File: config.mk
export PLATFORM = sky130hd
export DESIGN_NAME = rv_wb_decoder
export DESIGN_NICKNAME = d
export VERILOG_FILES = /design/src/rtl/rv_wb_pkg.sv /design/src/rtl/rv_wb_addr_dec.sv /design/src/rtl/rv_wb_decoder.sv
export SDC_FILE = /design/constraint.sdc
export NUM_CORES = 1
export LEC_CHECK = 0
export CAP_MARGIN = 5
export CORE_MARGIN = 1
export CORE_UTILIZATION = 40
export DETAILED_ROUTE_END_ITERATION = 6
export PLACE_DENSITY = 0.79
export SYNTH_ARGS = -nofsm -noshare
export SYNTH_HDL_FRONTEND = slang
export SYNTH_SLANG_ARGS = --single-unit
export TNS_END_PERCENT = 30
File: constraint.sdc
create_clock -name i_clk -period 3.8 [get_ports i_clk]
set_input_delay 0.76 -clock i_clk [delete_from_list [all_inputs] [get_ports i_clk]]
set_output_delay 0.76 -clock i_clk [all_outputs]
set_load 0.01 [all_outputs]
File: src/rtl/rv_wb_pkg.sv
// Shared types and constants for the single-master Wishbone decoder.
//   wb_state_t  : decoder FSM state encoding (IDLE -> ACTIVE -> RESP -> IDLE)
//   wb_req_t    : registered master request (address, write data, we, byte select)
//   WB_ERR_DATA : default read data returned on an error completion
package rv_wb_pkg;

    typedef enum logic [1:0] {
        WB_IDLE   = 2'd0,
        WB_ACTIVE = 2'd1,
        WB_RESP   = 2'd2
    } wb_state_t;

    typedef struct packed {
        logic [31:0] adr;
        logic [31:0] dat;
        logic        we;
        logic [3:0]  sel;
    } wb_req_t;

    localparam logic [31:0] WB_ERR_DATA = 32'hDEAD_BEEF;

endpackage

File: src/rtl/rv_wb_addr_dec.sv
// Combinational region decoder.
//   i_region : region-select field taken from the master address
//   o_hit    : 1 when some slave's region code matches i_region
//   o_idx    : index of the matching slave; the lowest index wins on overlap
module rv_wb_addr_dec #(
    parameter int                     NSLV       = 4,
    parameter int                     SELW       = 4,
    parameter logic [NSLV*SELW-1:0]   SLV_REGION = {4'h3, 4'h2, 4'h1, 4'h0},
    parameter int                     IDXW       = 2
) (
    input  logic [SELW-1:0] i_region,
    output logic            o_hit,
    output logic [IDXW-1:0] o_idx
);

    // Scan from the top index down so the last assignment is the lowest match.
    always_comb begin
        o_hit = 1'b0;
        o_idx = '0;
        for (int k = NSLV - 1; k >= 0; k--) begin
            if (i_region == SLV_REGION[k*SELW +: SELW]) begin
                o_hit = 1'b1;
                o_idx = IDXW'(k);
            end
        end
    end

endmodule

File: src/rtl/rv_wb_decoder.sv
// Single-master Wishbone classic interconnect.
// Registers the master request, decodes the region field, forwards the request
// to one of NSLV slaves and returns read data plus a one-cycle ack. Unmapped
// addresses and slave timeouts complete with an error ack (o_bus_err pulse,
// ERR_DATA on reads) so the master never hangs.
//   i_clk, i_reset_n          : clock, asynchronous active-low reset
//   i_m_* / o_m_*             : master side (adr, dat, we, sel, stb, cyc, ack)
//   o_s_adr/dat/we/sel        : registered request, shared by all slaves
//   o_s_stb / o_s_cyc         : per-slave strobe/cycle, one-hot or zero
//   i_s_dat / i_s_ack         : per-slave read data (slave k at [32k+31:32k]) and ack
//   o_bus_err                 : one-cycle pulse alongside an error ack
//   o_err_adr                 : sticky address of the most recent error access
//
// Handshake: a request is taken when i_m_cyc & i_m_stb are seen high in IDLE;
// the master keeps stb/cyc high until it sees o_m_ack. A slave completes when
// its i_s_ack is high while its o_s_stb is high. Dropping i_m_cyc before the
// ack abandons the access with no ack and no error.
module rv_wb_decoder
    import rv_wb_pkg::*;
#(
    parameter int   NSLV       = 4,
    parameter int   SEL_HI     = 31,
    parameter int   SEL_LO     = 28,
    parameter logic [NSLV*(SEL_HI-SEL_LO+1)-1:0] SLV_REGION = {4'h3, 4'h2, 4'h1, 4'h0},
    parameter int   TIMEOUT    = 255,
    parameter logic [31:0] ERR_DATA = WB_ERR_DATA
) (
    input  logic                i_clk,
    input  logic                i_reset_n,
    input  logic [31:0]         i_m_adr,
    input  logic [31:0]         i_m_dat,
    output logic [31:0]         o_m_dat,
    input  logic                i_m_we,
    input  logic [3:0]          i_m_sel,
    input  logic                i_m_stb,
    input  logic                i_m_cyc,
    output logic                o_m_ack,
    output logic [31:0]         o_s_adr,
    output logic [31:0]         o_s_dat,
    output logic                o_s_we,
    output logic [3:0]          o_s_sel,
    output logic [NSLV-1:0]     o_s_stb,
    output logic [NSLV-1:0]     o_s_cyc,
    input  logic [NSLV*32-1:0]  i_s_dat,
    input  logic [NSLV-1:0]     i_s_ack,
    output logic                o_bus_err,
    output logic [31:0]         o_err_adr
);

    localparam int SELW = SEL_HI - SEL_LO + 1;
    localparam int IDXW = (NSLV > 1) ? $clog2(NSLV) : 1;
    localparam int CNTW = $clog2(TIMEOUT + 1);

    wb_state_t          state_q, state_d;
    wb_req_t            req_q, req_d;
    logic [IDXW-1:0]    idx_q, idx_d;
    logic [NSLV-1:0]    stb_q, stb_d;
    logic [CNTW-1:0]    cnt_q, cnt_d;
    logic               ack_q, ack_d;
    logic               err_q, err_d;
    logic [31:0]        mdat_q, mdat_d;
    logic [31:0]        err_adr_q, err_adr_d;

    logic               dec_hit;
    logic [IDXW-1:0]    dec_idx;
    logic               sel_ack;
    logic [31:0]        sel_dat;
    logic [CNTW-1:0]    cnt_inc;

    rv_wb_addr_dec #(
        .NSLV       (NSLV),
        .SELW       (SELW),
        .SLV_REGION (SLV_REGION),
        .IDXW       (IDXW)
    ) u_addr_dec (
        .i_region   (i_m_adr[SEL_HI:SEL_LO]),
        .o_hit      (dec_hit),
        .o_idx      (dec_idx)
    );

    // Ack and read data of the currently selected slave only; other acks are ignored.
    always_comb begin
        sel_ack = 1'b0;
        sel_dat = '0;
        for (int k = 0; k < NSLV; k++) begin
            if (idx_q == IDXW'(k)) begin
                sel_ack = i_s_ack[k];
                sel_dat = i_s_dat[32*k +: 32];
            end
        end
    end

    assign cnt_inc = cnt_q + CNTW'(1);

    // Ack, error pulse and master read data are registered on the transition
    // into RESP, so they are high exactly for the one RESP cycle.
    always_comb begin
        state_d   = state_q;
        req_d     = req_q;
        idx_d     = idx_q;
        stb_d     = stb_q;
        cnt_d     = cnt_q;
        ack_d     = 1'b0;
        err_d     = 1'b0;
        mdat_d    = '0;
        err_adr_d = err_adr_q;

        case (state_q)
            WB_IDLE: begin
                if (i_m_cyc && i_m_stb) begin
                    req_d.adr = i_m_adr;
                    req_d.dat = i_m_dat;
                    req_d.we  = i_m_we;
                    req_d.sel = i_m_sel;
                    if (dec_hit) begin
                        idx_d   = dec_idx;
                        stb_d   = NSLV'(1) << dec_idx;
                        cnt_d   = '0;
                        state_d = WB_ACTIVE;
                    end else begin
                        ack_d     = 1'b1;
                        err_d     = 1'b1;
                        mdat_d    = i_m_we ? 32'h0 : ERR_DATA;
                        err_adr_d = i_m_adr;
                        state_d   = WB_RESP;
                    end
                end
            end

            WB_ACTIVE: begin
                cnt_d = cnt_inc;
                if (!i_m_cyc) begin
                    // Master abandoned the cycle: release the slave silently.
                    stb_d   = '0;
                    state_d = WB_IDLE;
                end else if (sel_ack) begin
                    // Checked before the timeout so a last-cycle ack still completes cleanly.
                    stb_d   = '0;
                    ack_d   = 1'b1;
                    mdat_d  = req_q.we ? 32'h0 : sel_dat;
                    state_d = WB_RESP;
                end else if (cnt_inc == CNTW'(TIMEOUT)) begin
                    stb_d     = '0;
                    ack_d     = 1'b1;
                    err_d     = 1'b1;
                    mdat_d    = req_q.we ? 32'h0 : ERR_DATA;
                    err_adr_d = req_q.adr;
                    state_d   = WB_RESP;
                end
            end

            WB_RESP: begin
                state_d = WB_IDLE;
            end

            default: begin
                stb_d   = '0;
                state_d = WB_IDLE;
            end
        endcase
    end

    always_ff @(posedge i_clk or negedge i_reset_n) begin
        if (!i_reset_n) begin
            state_q   <= WB_IDLE;
            req_q     <= '0;
            idx_q     <= '0;
            stb_q     <= '0;
            cnt_q     <= '0;
            ack_q     <= 1'b0;
            err_q     <= 1'b0;
            mdat_q    <= '0;
            err_adr_q <= '0;
        end else begin
            state_q   <= state_d;
            req_q     <= req_d;
            idx_q     <= idx_d;
            stb_q     <= stb_d;
            cnt_q     <= cnt_d;
            ack_q     <= ack_d;
            err_q     <= err_d;
            mdat_q    <= mdat_d;
            err_adr_q <= err_adr_d;
        end
    end

    assign o_m_dat   = mdat_q;
    assign o_m_ack   = ack_q;
    assign o_s_adr   = req_q.adr;
    assign o_s_dat   = req_q.dat;
    assign o_s_we    = req_q.we;
    assign o_s_sel   = req_q.sel;
    assign o_s_stb   = stb_q;
    assign o_s_cyc   = stb_q;
    assign o_bus_err = err_q;
    assign o_err_adr = err_adr_q;

endmodule

## After elaboration in Yosys (flattened, before gate mapping)

Index checks and enable logic that the tools add are counted.

- Logic and storage cells: 97
- Input port bits: 205
- Bits in registers: 151
- Output and inout port bits: 143

- Multiplexer cells: 55
- Reductions and logical operators: 11
- Shift operators: 1
- Equality and inequality tests: 16
- Add/sub/neg operators: 1
- Bitwise logic cells: 1

Operators by type and width:

| kind | number |
|---|---|
| 32-bit 2-to-1 mux | 17 |
| 32-bit case mux with 2 select lines | 2 |
| 4-bit 2-to-1 mux | 5 |
| 2-bit 2-to-1 mux | 9 |
| 8-bit 2-to-1 mux | 2 |
| 8-bit case mux with 2 select lines | 1 |
| 1-bit 2-to-1 mux | 15 |
| 2-bit inequality test (second input constant) | 6 |
| 4-bit case mux with 3 select lines | 1 |
| 8-bit by 1-bit adder with 8-bit output (second input constant) | 1 |
| 4-bit by 2-bit == test with 1-bit output (second input constant) | 2 |
| 8-bit == test (second input constant) | 1 |
| 2-bit == test (second input constant) | 3 |
| 3-bit AND reduction | 2 |
| 6-bit AND reduction | 1 |
| 2-bit by 1-bit == test with 1-bit output (second input constant) | 2 |
| 4-bit by 1-bit == test with 1-bit output (second input constant) | 1 |
| 2-bit zero test | 2 |
| 4-bit zero test | 1 |
| 4-bit inequality test (second input constant) | 1 |
| 1-bit case mux with 2 select lines | 2 |
| 2-bit case mux with 2 select lines | 1 |
| 2-bit AND reduction | 2 |
| 4-bit AND reduction | 1 |
| 4 further kinds | 4 |

## Longest topological paths before layout

- Depth in word-level cells: 9
- Gate-level depth with buffers: 8

## Hierarchy

Synthesis repeated with hierarchy kept, for this count alone.

- Cell total of the unflattened synthesis: 574
- Area total of the unflattened synthesis: 7228.2 um^2

Modules (own cells, without submodules):

| module | seq. area each (um^2) | cells each | area an instance (um^2) | times used |
|---|---|---|---|---|
| rv_wb_decoder | 3778.6 | 571 | 7209.4 | 1 |
| rv_wb_addr_dec | 0.0 | 3 | 18.8 | 1 |

## Least setup slack after synthesis

OpenSTA, ideal clock, no wires.

- Kind: in2reg
- From: in i_s_ack[3]
- To: reg err_adr_q[23] (netlist: o_err_adr[23])
- Required time: 3.675 ns
- Library setup time: 0.125 ns
- Cell stages on the path: 5
- Slack: 1.294 ns
- Data arrival time: 2.381 ns
- Cell sequence: mux4_2 -> nand3b_1 -> o31ai_4 -> buf_6 -> mux2_2

- Longest elaborated chain between the ends: 3

Ends and longest elaborated chain:

| element | RTL line | text |
|---|---|---|
| from (decl) | rv_wb_decoder.sv:45 | `input logic [NSLV-1:0] i_s_ack,` |
| 1-bit 2-to-1 mux | rv_wb_decoder.sv:86 | `if (idx_q == IDXW'(k)) begin` |
| 2-bit inequality test (no line) | - |  |
| 6-bit AND reduction (no line) | - |  |
| to (signal assigned) | rv_wb_decoder.sv:183 | `err_adr_q <= err_adr_d;` |
| to (decl) | rv_wb_decoder.sv:62 | `logic [31:0] err_adr_q, err_adr_d;` |

Every way passes these cells.
A chain may end at the register's enable or synchronous reset.

## Worst setup path in the final report

- From: in i_s_ack[0]
- To: reg err_adr_q[8] (netlist: o_err_adr[8])

- Longest elaborated chain between the ends: 6

Ends and longest elaborated chain:

| element | RTL line |
|---|---|
| 1-bit 2-to-1 mux (4 in series) | rv_wb_decoder.sv:86 |
| 2-bit inequality test (no line) | - |
| 6-bit AND reduction (no line) | - |

Every way passes these cells.

==> impl_metrics.py <==
metrics = {
    "logic_synthesis": {
        "post_synth_fa_ha_maj_area_fraction_pct": 0.354,
        "yosys.area_share.simple_pct": 11.7,
        "synth_top_cell_area_share_pct": 53.5,
        "synth_compound_gate_area_share_pct": 3.77,
        "synth_sequential_area_ratio_pct": 53.5,
        "post_synth.cell_area_avg_sq_um": 12.3,
        "synth-seq-cells": 151,
        "synth_fp_nets": 782,
        "yosys_warnings": 0,
        "synth_xor_xnor_area_share_pct": 0.124,
        "synthCells": 575,
        "synth.mux.area_fraction_pct": 27.3,
        "post_synthesis_instance_area_sq_um": 7060,
        "largest_family_of_logic_cells_by_synthesized_area": "multiplexers",
        "netlist-cell-type-count": 47,
        "netlist.top_cell.by_area": "sky130_fd_sc_hd__dfrtp_1",
        "synthTopCellsByArea": "sky130_fd_sc_hd__dfrtp_1, sky130_fd_sc_hd__mux2_2, sky130_fd_sc_hd__mux4_2",
    },
    "sta": {
        "timing_max_transition_violations_final": 0,
        "final.min_clock_period_ns": 2.86,
        "hold_violations": 0,
        "skew_ns": 0.00845,
        "setup_total_negative_slack_ns": 0,
        "layout_worst_path_cycle_share_pct": 75.1,
        "worstMarginPinSlew_ns": 0.605,
        "grt_setup_unrepaired": "no",
        "slew-limit-headroom_pct": 59.7,
        "timing.fmax_mhz": 350,
        "setup_violations": 0,
    },
    "worst_hold_path": {
        "min_path_type": "input port to async pin",
    },
    "clocking": {
        "cts-root-to-sink-buffers": 2,
        "clkSinkCount": 151,
        "cts_tree": "yes",
        "cts_inserted_buffers": 17,
        "clock-root-buffer": "sky130_fd_sc_hd__clkbuf_16",
        "post_cts_setup_buffer_count": 0,
        "deepest_level_of_the_cts_h_tree": 4,
        "cts.reportedPaths.clkPinSlew_ns": 0.06,
        "post_cts_resized": 0,
        "worst_skew_pair_latency_ns": 0.41,
        "cts_hold_buf": 0,
    },
    "critical_path": {
        "critical-path-top-delay-family": "multiplexers",
        "class_of_the_most_critical_setup_path": "input port to flip-flop",
        "path_depth": 6,
        "cp_data_required_time_ns": 4.09,
        "timing.rr.start": "cnt_q[0]",
        "cp-end-kind": "flip-flop",
        "worstSetupStartpointType": "input port",
        "cell_breakdown_of_the_critical_path": "clkdlybuf4s50_1 -> mux4_2 -> nand3b_1 -> o31ai_4 -> buf_4 -> mux2_2",
        "r2r_cells": 7,
        "timing.critical_path.buf_inv": 2,
        "critPathArrivalTime_ns": 3.15,
        "reg2reg_slack_ns": 1.13,
        "cpPeakStageDelay_ns": 0.54,
        "cpMaxStageDelayCell": "sky130_fd_sc_hd__mux4_2",
        "crit-reg2reg-capture": "o_err_adr[8]",
        "crit_fanout": 33,
    },
    "die": {
        "coreArea_sq_um": 17300,
        "dieHeight_um": 135,
        "dieArea_sq_um": 18200,
        "num_rows": 48,
        "io_pins": 348,
        "width_of_the_die_um": 135,
        "initial_core_util_pct": 40.8,
    },
    "cells_and_area": {
        "nFillCells": 1330,
        "area.sequential_sq_um": 3780,
        "area_growth_syn_to_layout_pct": 61.1,
        "post_route_cells_drive_above_1_share_pct": 19.8,
        "multi_input_comb_area_sq_um": 3090,
        "num-nets-final": 1119,
    },
    "global_routing": {
        "grt_overflow": 0,
        "largest_net_degree_at_the_start_of_global_routing": 72,
        "groute.usage.overall_pct": 23.9,
        "first_pass_grt_wire_length_mm": 32.5,
        "vias_in_the_first_global_route": 5889,
        "number_of_antenna_violations_at_the_first_check_in_global_routing": 2,
    },
    "power": {
        "report.power.total_mw": 5.49,
        "p_leak_nw": 4.82,
        "power.density_nw_per_um2": 482,
        "vdd_ir_drop_max_mv": 0.322,
    },
    "run_status": {
        "run_status": "finished clean",
    },
    "routing": {
        "detail-route-antenna-nets": 0,
        "route.vias.total": 5765,
        "route.final.wire_length_mm": 21.6,
        "drc": 0,
        "dr.pass1.iters": 4,
        "initialDrtViolationCount": 233,
        "route.detailed.vias_per_inst": 5.00,
        "post_drt_wl_per_cell_um": 18.7,
    },
    "flow_run": {
        "maxCapViolations": 0,
    },
    "place": {
        "gp_congestion": 0.812,
        "dp.final_hpwl_mm": 16.4,
        "io_buffer_count": 347,
    },
}
[worst max-delay path by stage]
stage,startpoint,end,slack [ns]
after global routing,i_s_ack[3],o_err_adr[8],0.95
after detailed placement,i_s_ack[0],o_err_adr[8],0.54
after CTS,i_s_ack[0],o_err_adr[8],0.97
after floorplan,i_s_ack[3],o_err_adr[23],1.29
final,i_s_ack[0],o_err_adr[8],0.94
after global placement,i_s_ack[0],o_err_adr[12],0.63
[worst reg2reg max path, stage by stage (launching register included)]
cell	delay (ns)
sky130_fd_sc_hd__dfrtp_1	0.47
sky130_fd_sc_hd__ha_1	0.36
sky130_fd_sc_hd__nor2b_1	0.13
sky130_fd_sc_hd__o21ai_0	0.12
sky130_fd_sc_hd__a221o_2	0.43
sky130_fd_sc_hd__o31ai_4	0.19
sky130_fd_sc_hd__buf_4	0.43
sky130_fd_sc_hd__mux2_2	0.43
[layout make-up]
| type | count | area share [%] |
|---|---|---|
| Timing Repair Buffer | 358 | 31.4 |
| Antenna cell | 2 | 0.0440 |
| Inverter | 8 | 0.264 |
| Clock buffer | 21 | 4.05 |
| Clock inverter | 11 | 1.42 |
| Sequential cell | 151 | 33.2 |
| Multi-Input combinational cell | 376 | 27.2 |
| Tap cell | 225 | 2.47 |
[cell families (layout without fill, tap and decap cells)]
kind of cell / Yosys count / in the layout
and+or+nand+nor: 195 / 195
DFF: 151 / 151
muxes: 139 / 139
buffers and inverters: 48 / 398
AOI/OAI and AO/OA: 39 / 39
adders and majority gates: 2 / 2
xor gates and xnor gates: 1 / 1
other: 0 / 2
[state kept, by name, indices dropped and copies added, names as in the netlist]
register and flops:
o_err_adr 32, o_s_adr 32, o_s_cyc 4, o_s_dat 32, o_s_we 1, o_m_dat 32
o_s_sel 4, state_q 2, o_bus_err 1, idx_q 2, cnt_q 8, o_m_ack 1
[Yosys cell counts (all sizes together)]
cell	n
or3	1
nand2	154
buf	14
o21a	1
nand4	1
a211oi	1
nor4b	1
and3	1
o211a	1
ha	2
nand2b	1
and4	1
mux2i	4
clkbuf	26
nor2	8
mux4	33
nor4bb	1
nand3b	2
a21oi	5
o41ai	1
o32ai	1
xor2	1
o31ai	1
and2	9
mux2	102
dfrtp	151
a41oi	2
and3b	2
nor3	1
nand3	6
nor4	2
o211ai	1
nand4b	1
a221o	1
a21boi	2
inv	8
a31o	1
a221oi	1
o21ai	17
nor3b	1
o22ai	3
nor2b	2
[metrics by stage]
stage	setup slack, ns	utilization [%]	instance area (sq um)	cells	hold WS [ns]
6_report	0.945	65.8	11400	1152	0.286
5_1_grt	0.950	65.8	11400	1152	0.305
4_1_cts	0.971	65.7	11400	1150	0.290
3_5_place_dp	0.536	62.2	10800	1118	0.477
3_3_place_gp	0.633	62.2	10800	1118	0.469
2_1_floorplan	1.29	-	7060	575	0.464
[per-layer routing]
layer,wire length [um],vias up,GRT usage [%]
met1,7820,2806,26.4
li1,-,2690,-
met2,11600,244,43.3
met3,1650,25,6.83
met4,468,0,9.24
met5,0,-,0
[where the power goes]
| group | internal (mW) | switching (mW) |
|---|---|---|
| Clock | 1.09 | 0.682 |
| Sequential | 1.88 | 0.195 |
| Combinational | 1.04 | 0.604 |
[layout by cell type, fill, tap and decap left out, types with 3 or more instances in the layout]
| cell | n |
|---|---|
| sky130_fd_sc_hd__mux2_1 | 4 |
| sky130_fd_sc_hd__o21ai_0 | 16 |
| sky130_fd_sc_hd__mux4_2 | 33 |
| sky130_fd_sc_hd__a21oi_1 | 5 |
| sky130_fd_sc_hd__bufinv_16 | 3 |
| sky130_fd_sc_hd__mux2i_1 | 4 |
| sky130_fd_sc_hd__inv_8 | 3 |
| sky130_fd_sc_hd__dfrtp_1 | 150 |
| sky130_fd_sc_hd__clkbuf_16 | 17 |
| sky130_fd_sc_hd__buf_4 | 10 |
| sky130_fd_sc_hd__clkdlybuf4s50_1 | 346 |
| sky130_fd_sc_hd__o22ai_1 | 3 |
| sky130_fd_sc_hd__nand3_1 | 6 |
| sky130_fd_sc_hd__mux2_2 | 98 |
| sky130_fd_sc_hd__inv_1 | 8 |
| sky130_fd_sc_hd__nand2_1 | 154 |
| sky130_fd_sc_hd__and2_1 | 9 |
| sky130_fd_sc_hd__nor2_1 | 8 |
Power figures use the tool's default switching activity.
